**src/rtl/nn_pkg.sv**
```systemverilog
// Shared constants and types for the neuron classification datapath.
package nn_pkg;

  // Default datapath dimensions; modules expose them as overridable parameters.
  localparam int NN_DATA_W  = 22;
  localparam int NN_N_CLASS = 10;
  localparam int NN_IDX_W   = 4;

  // Frame tracking states of the argmax back end.
  typedef enum logic [1:0] {
    IDLE    = 2'd0,
    COLLECT = 2'd1,
    HOLD    = 2'd2
  } state_t;

  // One completed neuron sum, two's-complement.
  typedef logic signed [NN_DATA_W-1:0] neuron_t;

endpackage

```
**src/rtl/max_cmp.sv**
```systemverilog
// Combinational running-max step: keeps the current max unless the new
// sample is strictly greater, so ties keep the earlier (lower) index.
module max_cmp
  import nn_pkg::*;
#(
  parameter int DATA_W = NN_DATA_W,
  parameter int IDX_W  = NN_IDX_W
) (
  input  logic signed [DATA_W-1:0] i_max,
  input  logic        [IDX_W-1:0]  i_max_idx,
  input  logic signed [DATA_W-1:0] i_sample,
  input  logic        [IDX_W-1:0]  i_sample_idx,
  output logic signed [DATA_W-1:0] o_max,
  output logic        [IDX_W-1:0]  o_idx
);

  logic w_gt;

  // Full-width signed compare, no truncation.
  assign w_gt  = (i_sample > i_max);
  assign o_max = w_gt ? i_sample : i_max;
  assign o_idx = w_gt ? i_sample_idx : i_max_idx;

endmodule

```
**src/rtl/acc_argmax.sv**
```systemverilog
// Argmax back end: tracks the signed maximum over a frame of N_CLASS neuron
// sums and presents the winning index/score through a valid/ack handshake.
module acc_argmax
  import nn_pkg::*;
#(
  parameter int DATA_W  = NN_DATA_W,
  parameter int N_CLASS = NN_N_CLASS,
  parameter int IDX_W   = NN_IDX_W
) (
  input  logic              clk,
  input  logic              rst,
  input  logic              start,
  input  logic [DATA_W-1:0] dout,
  input  logic              dout_valid,
  input  logic              res_ack,
  output logic              res_valid,
  output logic [IDX_W-1:0]  res_idx,
  output logic [DATA_W-1:0] res_score,
  output logic              busy,
  output logic              overrun
);

  state_t                    r_state,     w_state_next;
  logic        [IDX_W-1:0]   r_count,     w_count_next;
  logic signed [DATA_W-1:0]  r_max,       w_max_next;
  logic        [IDX_W-1:0]   r_max_idx,   w_max_idx_next;
  logic                      r_res_valid, w_res_valid_next;
  logic        [IDX_W-1:0]   r_res_idx,   w_res_idx_next;
  logic        [DATA_W-1:0]  r_res_score, w_res_score_next;
  logic                      r_busy,      w_busy_next;
  logic                      r_overrun,   w_overrun_next;

  logic signed [DATA_W-1:0]  w_cmp_max;
  logic        [IDX_W-1:0]   w_cmp_idx;
  logic                      w_take0;
  logic                      w_last;

  max_cmp #(
    .DATA_W (DATA_W),
    .IDX_W  (IDX_W)
  ) u_max_cmp (
    .i_max        (r_max),
    .i_max_idx    (r_max_idx),
    .i_sample     ($signed(dout)),
    .i_sample_idx (r_count),
    .o_max        (w_cmp_max),
    .o_idx        (w_cmp_idx)
  );

  // State and datapath registers; rst clears everything immediately.
  always_ff @(posedge clk or posedge rst) begin
    if (rst) begin
      r_state     <= IDLE;
      r_count     <= '0;
      r_max       <= '0;
      r_max_idx   <= '0;
      r_res_valid <= 1'b0;
      r_res_idx   <= '0;
      r_res_score <= '0;
      r_busy      <= 1'b0;
      r_overrun   <= 1'b0;
    end else begin
      r_state     <= w_state_next;
      r_count     <= w_count_next;
      r_max       <= w_max_next;
      r_max_idx   <= w_max_idx_next;
      r_res_valid <= w_res_valid_next;
      r_res_idx   <= w_res_idx_next;
      r_res_score <= w_res_score_next;
      r_busy      <= w_busy_next;
      r_overrun   <= w_overrun_next;
    end
  end

  // Next-state and datapath update; start overrides everything, and a sample
  // arriving with start (or in IDLE) becomes sample 0 of a new frame.
  always_comb begin
    w_state_next     = r_state;
    w_count_next     = r_count;
    w_max_next       = r_max;
    w_max_idx_next   = r_max_idx;
    w_res_valid_next = r_res_valid;
    w_res_idx_next   = r_res_idx;
    w_res_score_next = r_res_score;
    w_overrun_next   = r_overrun;
    w_take0          = dout_valid && (start || (r_state == IDLE));
    w_last           = (r_count == IDX_W'(N_CLASS - 1));

    if (start) begin
      w_state_next     = IDLE;
      w_count_next     = '0;
      w_res_valid_next = 1'b0;
      w_overrun_next   = 1'b0;
    end else begin
      case (r_state)
        COLLECT: begin
          if (dout_valid) begin
            w_max_next     = w_cmp_max;
            w_max_idx_next = w_cmp_idx;
            w_count_next   = r_count + IDX_W'(1);
            if (w_last) begin
              // Final sample: publish the max including this sample.
              w_state_next     = HOLD;
              w_count_next     = '0;
              w_res_valid_next = 1'b1;
              w_res_idx_next   = w_cmp_idx;
              w_res_score_next = w_cmp_max;
            end
          end
        end
        HOLD: begin
          if (dout_valid) begin
            w_overrun_next = 1'b1;
          end
          if (res_ack) begin
            w_state_next     = IDLE;
            w_res_valid_next = 1'b0;
            w_count_next     = '0;
          end
        end
        default: ;
      endcase
    end

    if (w_take0) begin
      w_max_next     = $signed(dout);
      w_max_idx_next = '0;
      if (N_CLASS == 1) begin
        // Single-neuron frames complete on their only sample.
        w_state_next     = HOLD;
        w_count_next     = '0;
        w_res_valid_next = 1'b1;
        w_res_idx_next   = '0;
        w_res_score_next = dout;
      end else begin
        w_state_next = COLLECT;
        w_count_next = IDX_W'(1);
      end
    end

    w_busy_next = (w_state_next == COLLECT);
  end

  assign res_valid = r_res_valid;
  assign res_idx   = r_res_idx;
  assign res_score = r_res_score;
  assign busy      = r_busy;
  assign overrun   = r_overrun;

endmodule

```
**config.mk**
```make
export PLATFORM = sky130hd
export DESIGN_NAME = acc_argmax
export DESIGN_NICKNAME = d
export VERILOG_FILES = /design/src/rtl/nn_pkg.sv /design/src/rtl/max_cmp.sv /design/src/rtl/acc_argmax.sv
export SDC_FILE = /design/constraint.sdc
export NUM_CORES = 1
export LEC_CHECK = 0
export BUFFER_PORTS_ARGS = -buffer_cell sky130_fd_sc_hd__buf_2
export CAP_MARGIN = 20
export CORE_MARGIN = 1
export CORE_UTILIZATION = 45
export CTS_CLUSTER_DIAMETER = 30
export DETAILED_ROUTE_END_ITERATION = 16
export HOLD_SLACK_MARGIN = 0.05
export PLACE_DENSITY_LB_ADDON = 0.2
export SYNTH_ARGS = -nofsm -noshare
export SYNTH_HDL_FRONTEND = slang
export SYNTH_SLANG_ARGS = --single-unit
```
**constraint.sdc**
```tcl
create_clock -name clk -period 2.49 [get_ports clk]
set_input_delay 0.249 -clock clk [delete_from_list [all_inputs] [get_ports clk]]
set_output_delay 0.249 -clock clk [all_outputs]
set_load 0.05 [all_outputs]
```
=== Yosys cells after proc, flatten, opt, wreduce, memory -nomap -nowiden ===
Index checks and enable logic that the tools add are counted.

* $add $sub $neg: 1
* Order comparisons: 1
* Equal/unequal tests: 10
* Mux-type cells: 30
* Bitwise gates (word level): 1
* Reductions and logical operators: 14

{| class="wikitable"
|+ Operators with widths
! cell !! count
|-
| $mux W22 || 5
|-
| $mux W4 || 10
|-
| $gt A22 B22 Y1 || 1
|-
| $mux W2 || 5
|-
| $ne A3 B3 Y1 const B || 3
|-
| $ne A4 B4 Y1 const B || 2
|-
| $pmux W4 S2 || 1
|-
| $reduce_and A4 Y1 || 2
|-
| $reduce_bool A2 Y1 || 4
|-
| $mux W1 || 7
|-
| $reduce_and A3 Y1 || 2
|-
| $add A4 B1 Y4 const B || 1
|-
| $eq A2 B1 Y1 const B || 2
|-
| $eq A4 B4 Y1 const B || 1
|-
| $pmux W2 S2 || 1
|-
| $reduce_bool A4 Y1 || 1
|-
| $reduce_bool A3 Y1 || 1
|-
| $eq A2 B2 Y1 const B || 1
|-
| $logic_not A2 Y1 || 1
|-
| $ne A2 B1 Y1 const B || 1
|-
| $pmux W1 S2 || 1
|-
| $reduce_and A2 Y1 || 1
|-
| $logic_and A1 B1 Y1 || 1
|-
| $logic_or A1 B1 Y1 || 1
|-
| $not A1 Y1 || 1
|}

* Bits in registers: 61
* Output and inout bits: 29
* Word-level logic and storage cells: 66

=== Logic depth before layout (Yosys ltp) ===
Gate-level depths: netlist of run 1.

* Word-level depth: 7
* Mapped depth: 10

=== Cells and area by module ===
Synthesis of run 1 repeated with hierarchy kept, for this count alone.

* Cell total of the unflattened synthesis: 582
* Area, all modules: 4997.3 um^2

{| class="wikitable"
|+ By module, submodules not included
! module !! instances !! cells each !! area each (um^2) !! seq. area each (um^2)
|-
| acc_argmax || 1 || 199 || 2668.8 || 1526.5
|-
| max_cmp || 1 || 383 || 2328.5 || 0.0
|}

=== Least setup slack after synthesis of run 1 ===
OpenSTA, ideal clock, no wires.

* Path type: flip-flop to flip-flop
* Start: reg r_max[13]
* End: reg r_max[0]
* Library setup time: 0.125 ns
* Data arrival time: 2.264 ns
* Data required time: 2.365 ns
* Setup slack: 0.101 ns
* Stages on the path, launching flop included: 11
* Buffers on the path: 1
* Period minus slack after synthesis: 2.389 ns
* Cells stage by stage: dfrtp_1 > inv_1 > ha_1 > and4_1 > and4_1 > o31ai_1 > o211ai_1 > mux2_4 > a21bo_2 > buf_6 > mux2_4

* Cells in the longest elaborated chain, start to end: 6

{| class="wikitable"
|+ Ends and longest elaborated chain
! element !! line !! text
|-
| from (decl) || acc_argmax.sv:25 || <nowiki>logic signed [DATA_W-1:0] r_max, w_max_next;</nowiki>
|-
| from (signal assigned) || acc_argmax.sv:65 || <nowiki>r_max <= w_max_next;</nowiki>
|-
| $gt A22 B22 Y1 || max_cmp.sv:20 || <nowiki>assign w_gt = (i_sample > i_max);</nowiki>
|-
| $mux W22 || max_cmp.sv:21 || <nowiki>assign o_max = w_gt ? i_sample : i_max;</nowiki>
|-
| $mux W22 || acc_argmax.sv:97 || <nowiki>if (dout_valid) begin</nowiki>
|-
| $mux W22 || acc_argmax.sv:95 || <nowiki>case (r_state)</nowiki>
|-
| $mux W22 || acc_argmax.sv:89 || <nowiki>if (start) begin</nowiki>
|-
| $mux W22 || acc_argmax.sv:125 || <nowiki>if (w_take0) begin</nowiki>
|}

Every way passes these cells. The select of a mux whose other input is x is not followed.
A chain may end at the register's enable or synchronous reset.

=== Worst setup path after layout of run 1 ===
* Start: reg r_max[8]
* End: reg r_max[9]

Same word-level chain as after synthesis.

==> results of run 1 <==
==> through the flow <==
stage / cells / area [µm²] / util / setup slack, ns / hold slack, ns
2_1_floorplan: 324 / 3330 / - / 0.101 / 0.397
3_3_place_gp: 491 / 3920 / 0.543 / -0.129 / 0.361
3_5_place_dp: 491 / 3920 / 0.543 / -0.157 / 0.368
4_1_cts: 518 / 4430 / 0.614 / -0.0382 / 0.158
5_1_grt: 531 / 5010 / 0.694 / -0.233 / 0.169
6_report: 531 / 5010 / 0.694 / -0.186 / 0.173
==> cell type report <==
cell class | count | area (µm²)
flip-flops and latches | 61 | 1530
inverters | 29 | 109
repair buffers | 109 | 872
clock buffers | 9 | 124
multi-input cells | 217 | 2110
clock inverters | 7 | 138
well taps | 99 | 124
fillers | 514 | 2210
==> state kept, by name, summed over array words and instances, names as in the netlist <==
name and flops:
r_max 22, res_score 22, r_count 4, r_max_idx 4, res_idx 4, r_state 2, busy 1, overrun 1
res_valid 1
==> routing by layer <==
metal | vias up | GRT usage | part of all wire
met3 | 29 | 0.0405 | 0.030
met4 | 0 | 0.0982 | 0.028
li1 | 1376 | - | -
met1 | 1458 | 0.304 | 0.47
met2 | 66 | 0.345 | 0.47
met5 | - | 0 | 0
==> cells by family after synthesis <==
group	synth area share
AO/OA/AOI/OAI	0.132
AND/OR/NAND/NOR	0.145
buffers and inverters	0.0563
flip-flops	0.458
multiplexers	0.108
adder cells (fa/ha/maj)	0.101
==> timing repair <==
action | in CTS | in global routing
hold buffers | 1 | 0
gates resized for setup | 38 | 78
pin swaps | 5 | 9
gates cloned | 2 | 5
setup buffers | 8 | 8
hold endpoints to repair | 27 | 0
endpoints found under the setup margin | 42 | 52
==> cells in the final DEF, fill, tap and decap left out, types with 9 or more instances in the layout <==
cell type	synthesis	layout
inv_2	0	14
ha_1	27	16
inv_1	29	15
buf_2	0	55
clkbuf_8	0	9
o311ai_4	0	9
buf_4	0	40
nand2_1	47	46
ha_4	0	11
nand3_2	0	12
mux2_4	21	21
dfrtp_1	61	61
nand3_1	30	15
a21oi_1	18	14
==> synthesized netlist by cell type, types with 2 or more instances <==
master    count
clkbuf_1     15
dfrtp_1      61
nand4_1       2
o21ai_0       8
ha_1         27
and4_1        5
inv_1        29
o311ai_0     21
o211ai_1      4
and3_1        3
o31ai_1       2
mux2_2        3
nor3_1        3
mux2_4       21
nor2_1        8
buf_6         2
a21oi_1      18
nand3_1      30
a31o_2        3
nand2_1      47
==> worst reg2reg max path, cell delays in order, from the launching register on <==
cell and delay (ns):
dfrtp_1 0.39, inv_2 0.07, ha_1 0.32, and4_4 0.24
and4_4 0.25, o31ai_2 0.08, o211ai_1 0.12, mux2_4 0.34
a21bo_4 0.28, clkbuf_16 0.19, mux2_4 0.30
==> final timing paths <==
check	from	end	slack [ns]	cells after the start
max	r_max[8]	r_max[9]	-0.19	10
min	dout[0]	r_max[0]	0.17	2
max reg2reg	r_max[8]	r_max[9]	-0.19	10
min reg2reg	res_idx[3]	res_idx[3]	0.48	2
max in group asynchronous	rst	res_score[21]	1.35	4
min in group asynchronous	rst	res_idx[2]	0.53	3
==> power breakdown <==
part / internal, mW / switching, mW
Clock: 0.763 / 0.424
Combinational: 0.659 / 0.656
Sequential: 1.08 / 0.0714
Total: 2.50 / 1.15
==> flow_metrics.py, run 1 <==
metrics = {
    "route": {
        "drt-initial-drc-count": 152,
        "routed_wl_um": 9250,
        "vias": 2929,
        "viasPerCell": 5.52,
        "ant_nets": 0,
        "firstDrtPassIters": 4,
        "drc": 0,
        "post_drt_wl_per_cell_um": 17.4,
    },
    "grt": {
        "grt_pass1_wl_um": 13100,
        "antenna_found_initial": 0,
        "grt_pass1_vias": 2733,
        "track_usage": 0.222,
        "grt_max_degree": 35,
        "grt_overflow": 0,
    },
    "synthesis": {
        "synth_edf_count": 0,
        "synth_cell_types": 32,
        "synth-seq-cells": 61,
        "synth_cells": 324,
        "ys_warn_count": 0,
        "synthArstFlopShare": 1.00,
        "synth_ff_type": "dfrtp_1",
        "yosysTopAreaCell": "dfrtp_1",
        "synthesis.area_um2": 3330,
        "synth_top_cell_area_share": 0.458,
        "yosysSeqAreaShare": 0.458,
        "syn-num-nets": 378,
        "syn_avg_cell_area_um2": 10.3,
        "ys_top_cells_by_area": "dfrtp_1, ha_1, mux2_4, o311ai_0, nand2_1",
    },
    "floorplan": {
        "start_util": 0.462,
        "rows": 31,
        "ios": 56,
        "fp.dieW_um": 88.1,
        "coreArea_um2": 7210,
        "dieHeight_um": 88.1,
        "die-area_um2": 7750,
    },
    "placement": {
        "gp_congestion": 0.826,
        "hpwl_um": 5220,
        "port_buffers": 55,
    },
    "worst_setup_path": {
        "critPathSlowestCell": "dfrtp_1",
        "timing_worst_setup_path_type": "flop to flop",
        "critical_path.top_delay_family": "multiplexers",
        "worstPathRequired_ns": 2.73,
        "cp.arrival_ns": 2.91,
        "cp-start-kind": "flop",
        "crit_path_cell_trace": "inv_2 -> ha_1 -> and4_4 -> and4_4 -> o31ai_2 -> o211ai_1 -> mux2_4 -> a21bo_4 -> clkbuf_16 -> mux2_4",
        "critPathMaxFanout": 5,
        "cp-end-kind": "flop",
        "max_stage_delay_ns": 0.39,
        "worst-path-buf-inv": 2,
    },
    "sta": {
        "rsz0062_at_grt": "yes",
        "max-slew-margin-rel": 0.536,
        "fmax_ghz": 0.374,
        "setup_viol": 47,
        "hold_violations": 0,
        "setup-tns-final_ns": -5.10,
        "fin_ws_ns": -0.186,
        "drv_slew": 0,
        "tightest_slew_ns": 0.690,
        "post-route-period-util": 1.07,
        "finalClockSkew_ns": 0.0139,
        "fin_crit_ns": 2.68,
    },
    "pwr": {
        "irDropWorstVdd_mv": 0.427,
        "p_per_area_nw_per_um2": 730,
        "power.leakage_nw": 2.45,
        "power_mw": 3.66,
    },
    "status": {
        "violations": "negative setup slack",
        "status": "finished, violations left",
    },
    "cells_and_area": {
        "syn2layout_area_growth_pct": 50.3,
        "drive_above_1_share": 0.521,
        "nNetsFinal": 481,
        "antennaDiodeCount": 0,
    },
    "clock_network": {
        "worstSkewPairLatency_ns": 0.35,
        "path_clk_slew_ns": 0.08,
        "cts-root-buf": "clkbuf_8",
        "clock-sinks": 61,
        "cts_tree": "built",
        "cts-root-to-sink-buffers": 2,
        "cts_inserted_buffers": 9,
        "h-tree-depth": 3,
    },
    "min_path": {
        "hold_class": "input port to flop",
    },
    "run": {
        "cap_violations": 0,
    },
}
Power figures use the tool's default switching activity.
==> inputs of run 2 (changes only) <==
--- a/config.mk
+++ b/config.mk
@@ -8,11 +8,12 @@
 export BUFFER_PORTS_ARGS = -buffer_cell sky130_fd_sc_hd__buf_2
 export CAP_MARGIN = 20
 export CORE_MARGIN = 1
-export CORE_UTILIZATION = 45
+export CORE_UTILIZATION = 40
 export CTS_CLUSTER_DIAMETER = 30
 export DETAILED_ROUTE_END_ITERATION = 16
 export HOLD_SLACK_MARGIN = 0.05
 export PLACE_DENSITY_LB_ADDON = 0.2
+export RECOVER_POWER = 50
 export SYNTH_ARGS = -nofsm -noshare
 export SYNTH_HDL_FRONTEND = slang
 export SYNTH_SLANG_ARGS = --single-unit
==> constraint.sdc (replaced) <==
create_clock -name clk -period 2.49 [get_ports clk]
set_input_delay 0.3735 -clock clk [delete_from_list [all_inputs] [get_ports clk]]
set_output_delay 0.3735 -clock clk [all_outputs]
set_load 0.05 [all_outputs]
==> run 2 against run 1 <==
Effect of this change: the run still ends with negative setup slack left; combinational power decreased by 31%; clock skew decreased by 0.0023 ns; largest power group is now registers; sequential share of layout area increased by 3.7 points; setup slack improved by 0.11 ns.
==> flow_metrics.py, run 2 (synthesis gave the netlist of run 1 again) <==
metrics = {
    "clock_network": {
        "h-tree-depth": 3,
        "path_clk_slew_ns": 0.07,
        "cts_inserted_buffers": 9,
        "worstSkewPairLatency_ns": 0.34,
        "cts_tree": "built",
        "clock-sinks": 61,
        "hold_buffers": 0,
        "cts-root-buf": "clkbuf_8",
        "cts-root-to-sink-buffers": 2,
    },
    "sta": {
        "drv_slew": 0,
        "setup_viol": 25,
        "hold_violations": 0,
        "max-slew-margin-rel": 0.198,
        "rsz0062_at_grt": "yes",
        "tightest_slew_ns": 1.20,
        "fmax_ghz": 0.390,
        "finalClockSkew_ns": 0.0116,
        "post-route-period-util": 1.03,
        "fin_crit_ns": 2.56,
        "fin_ws_ns": -0.0729,
    },
    "pwr": {
        "irDropWorstVdd_mv": 0.415,
        "power_mw": 3.07,
        "p_per_area_nw_per_um2": 689,
        "power.leakage_nw": 2.17,
    },
    "grt": {
        "antenna_found_initial": 0,
        "track_usage": 0.200,
        "grt_overflow": 0,
        "grt_pass1_vias": 2678,
        "grt_pass1_wl_um": 13300,
        "grt_max_degree": 45,
    },
    "cells_and_area": {
        "nNetsFinal": 464,
        "final_common_cell": "dfrtp_1",
        "antennaDiodeCount": 0,
        "multiInputGateArea_um2": 1850,
        "nFillCells": 717,
        "mostFrequentLayoutCells": "dfrtp_1, buf_2, nand2_1",
        "seq_area_um2": 1530,
        "fin_util": 0.566,
        "syn2layout_area_growth_pct": 33.9,
        "drive_above_1_share": 0.419,
    },
    "route": {
        "drc": 0,
        "ant_nets": 0,
        "drt-initial-drc-count": 81,
        "routed_wl_um": 8170,
        "viasPerCell": 5.37,
        "post_drt_wl_per_cell_um": 15.8,
        "firstDrtPassIters": 4,
        "vias": 2777,
    },
    "worst_setup_path": {
        "worst-path-buf-inv": 2,
        "max_stage_delay_ns": 0.39,
        "timing_worst_setup_path_type": "flop to flop",
        "cp.arrival_ns": 2.78,
        "critPathMaxFanout": 8,
        "crit_top_cell": "mux2_4",
        "critical_path.top_delay_family": "compound AO/OA/AOI/OAI gates",
        "worstPathRequired_ns": 2.71,
        "crit_path_cell_trace": "inv_2 -> ha_4 -> a21oi_2 -> o21ai_2 -> a221oi_2 -> o211ai_1 -> mux2_4 -> a21bo_4 -> buf_16 -> mux2_4",
        "cp-end-kind": "flop",
        "critPathSlowestCell": "dfrtp_1",
        "cp-start-kind": "flop",
    },
    "placement": {
        "post-place-ws_ns": -0.238,
        "port_buffers": 55,
        "gp_congestion": 0.781,
        "hpwl_um": 5310,
    },
    "floorplan": {
        "start_util": 0.422,
        "rows": 32,
        "ios": 56,
        "coreArea_um2": 7890,
        "die-area_um2": 8700,
        "dieHeight_um": 93.3,
        "fp.dieW_um": 93.3,
    },
    "min_path": {
        "hold_class": "input port to async pin",
    },
    "status": {
        "status": "finished, violations left",
        "violations": "negative setup slack",
    },
    "run": {
        "cap_violations": 0,
    },
}
==> run 2: timing repair <==
| item | in CTS | in global routing |
|---|---|---|
| setup endpoints to repair | 27 | 51 |
| gates resized for setup | 33 | 33 |
| buffers inserted | 4 | 1 |
| pin swaps | 12 | 9 |
| gates cloned | 2 | 0 |
==> run 2: per-stage QoR <==
stage	instances	hold WS, ns	area [µm²]	TNS [ns]
6_report	517	0.291	4460	-1.34
3_3_place_gp	494	0.449	3910	-5.02
3_5_place_dp	494	0.452	3910	-6.33
2_1_floorplan	324	0.477	3330	0
5_1_grt	517	0.321	4460	-3.17
4_1_cts	516	0.123	4390	-0.278
==> run 2: final cells by class <==
class	instances	area share
Inverter	29	0.0244
Sequential cell	61	0.342
Clock inverter	4	0.0157
Tap cell	102	0.0286
Timing Repair Buffer	92	0.141
Clock buffer	12	0.0348
Multi-Input combinational cell	217	0.414
==> run 2: final timing paths <==
check,start,end,slack (ns),cells past startpoint
min reg2reg,res_idx[3],res_idx[3],0.46,2
max reg2reg,r_max[9],r_max[16],-0.07,10
min in group clk,dout[18],r_max[18],0.30,2
max,r_max[9],r_max[16],-0.07,10
min,rst,r_max_idx[3],0.29,2
max in group asynchronous,rst,r_max[6],0.55,3
==> run 2: routing by layer <==
layer | share of wire | vias up | GRT usage
met5 | 0 | - | 0
met4 | 0.0098 | 0 | 0.0641
met3 | 0.050 | 9 | 0.0431
met2 | 0.44 | 66 | 0.303
met1 | 0.50 | 1363 | 0.285
li1 | - | 1339 | -
==> run 2: power by group <==
| group | total (mW) | internal [mW] | switching [mW] | leakage [nW] |
|---|---|---|---|---|
| registers | 1.15 | 1.08 | 0.0653 | 0.794 |
| clock network | 1.01 | 0.616 | 0.396 | 0.116 |
| logic | 0.913 | 0.431 | 0.482 | 1.26 |
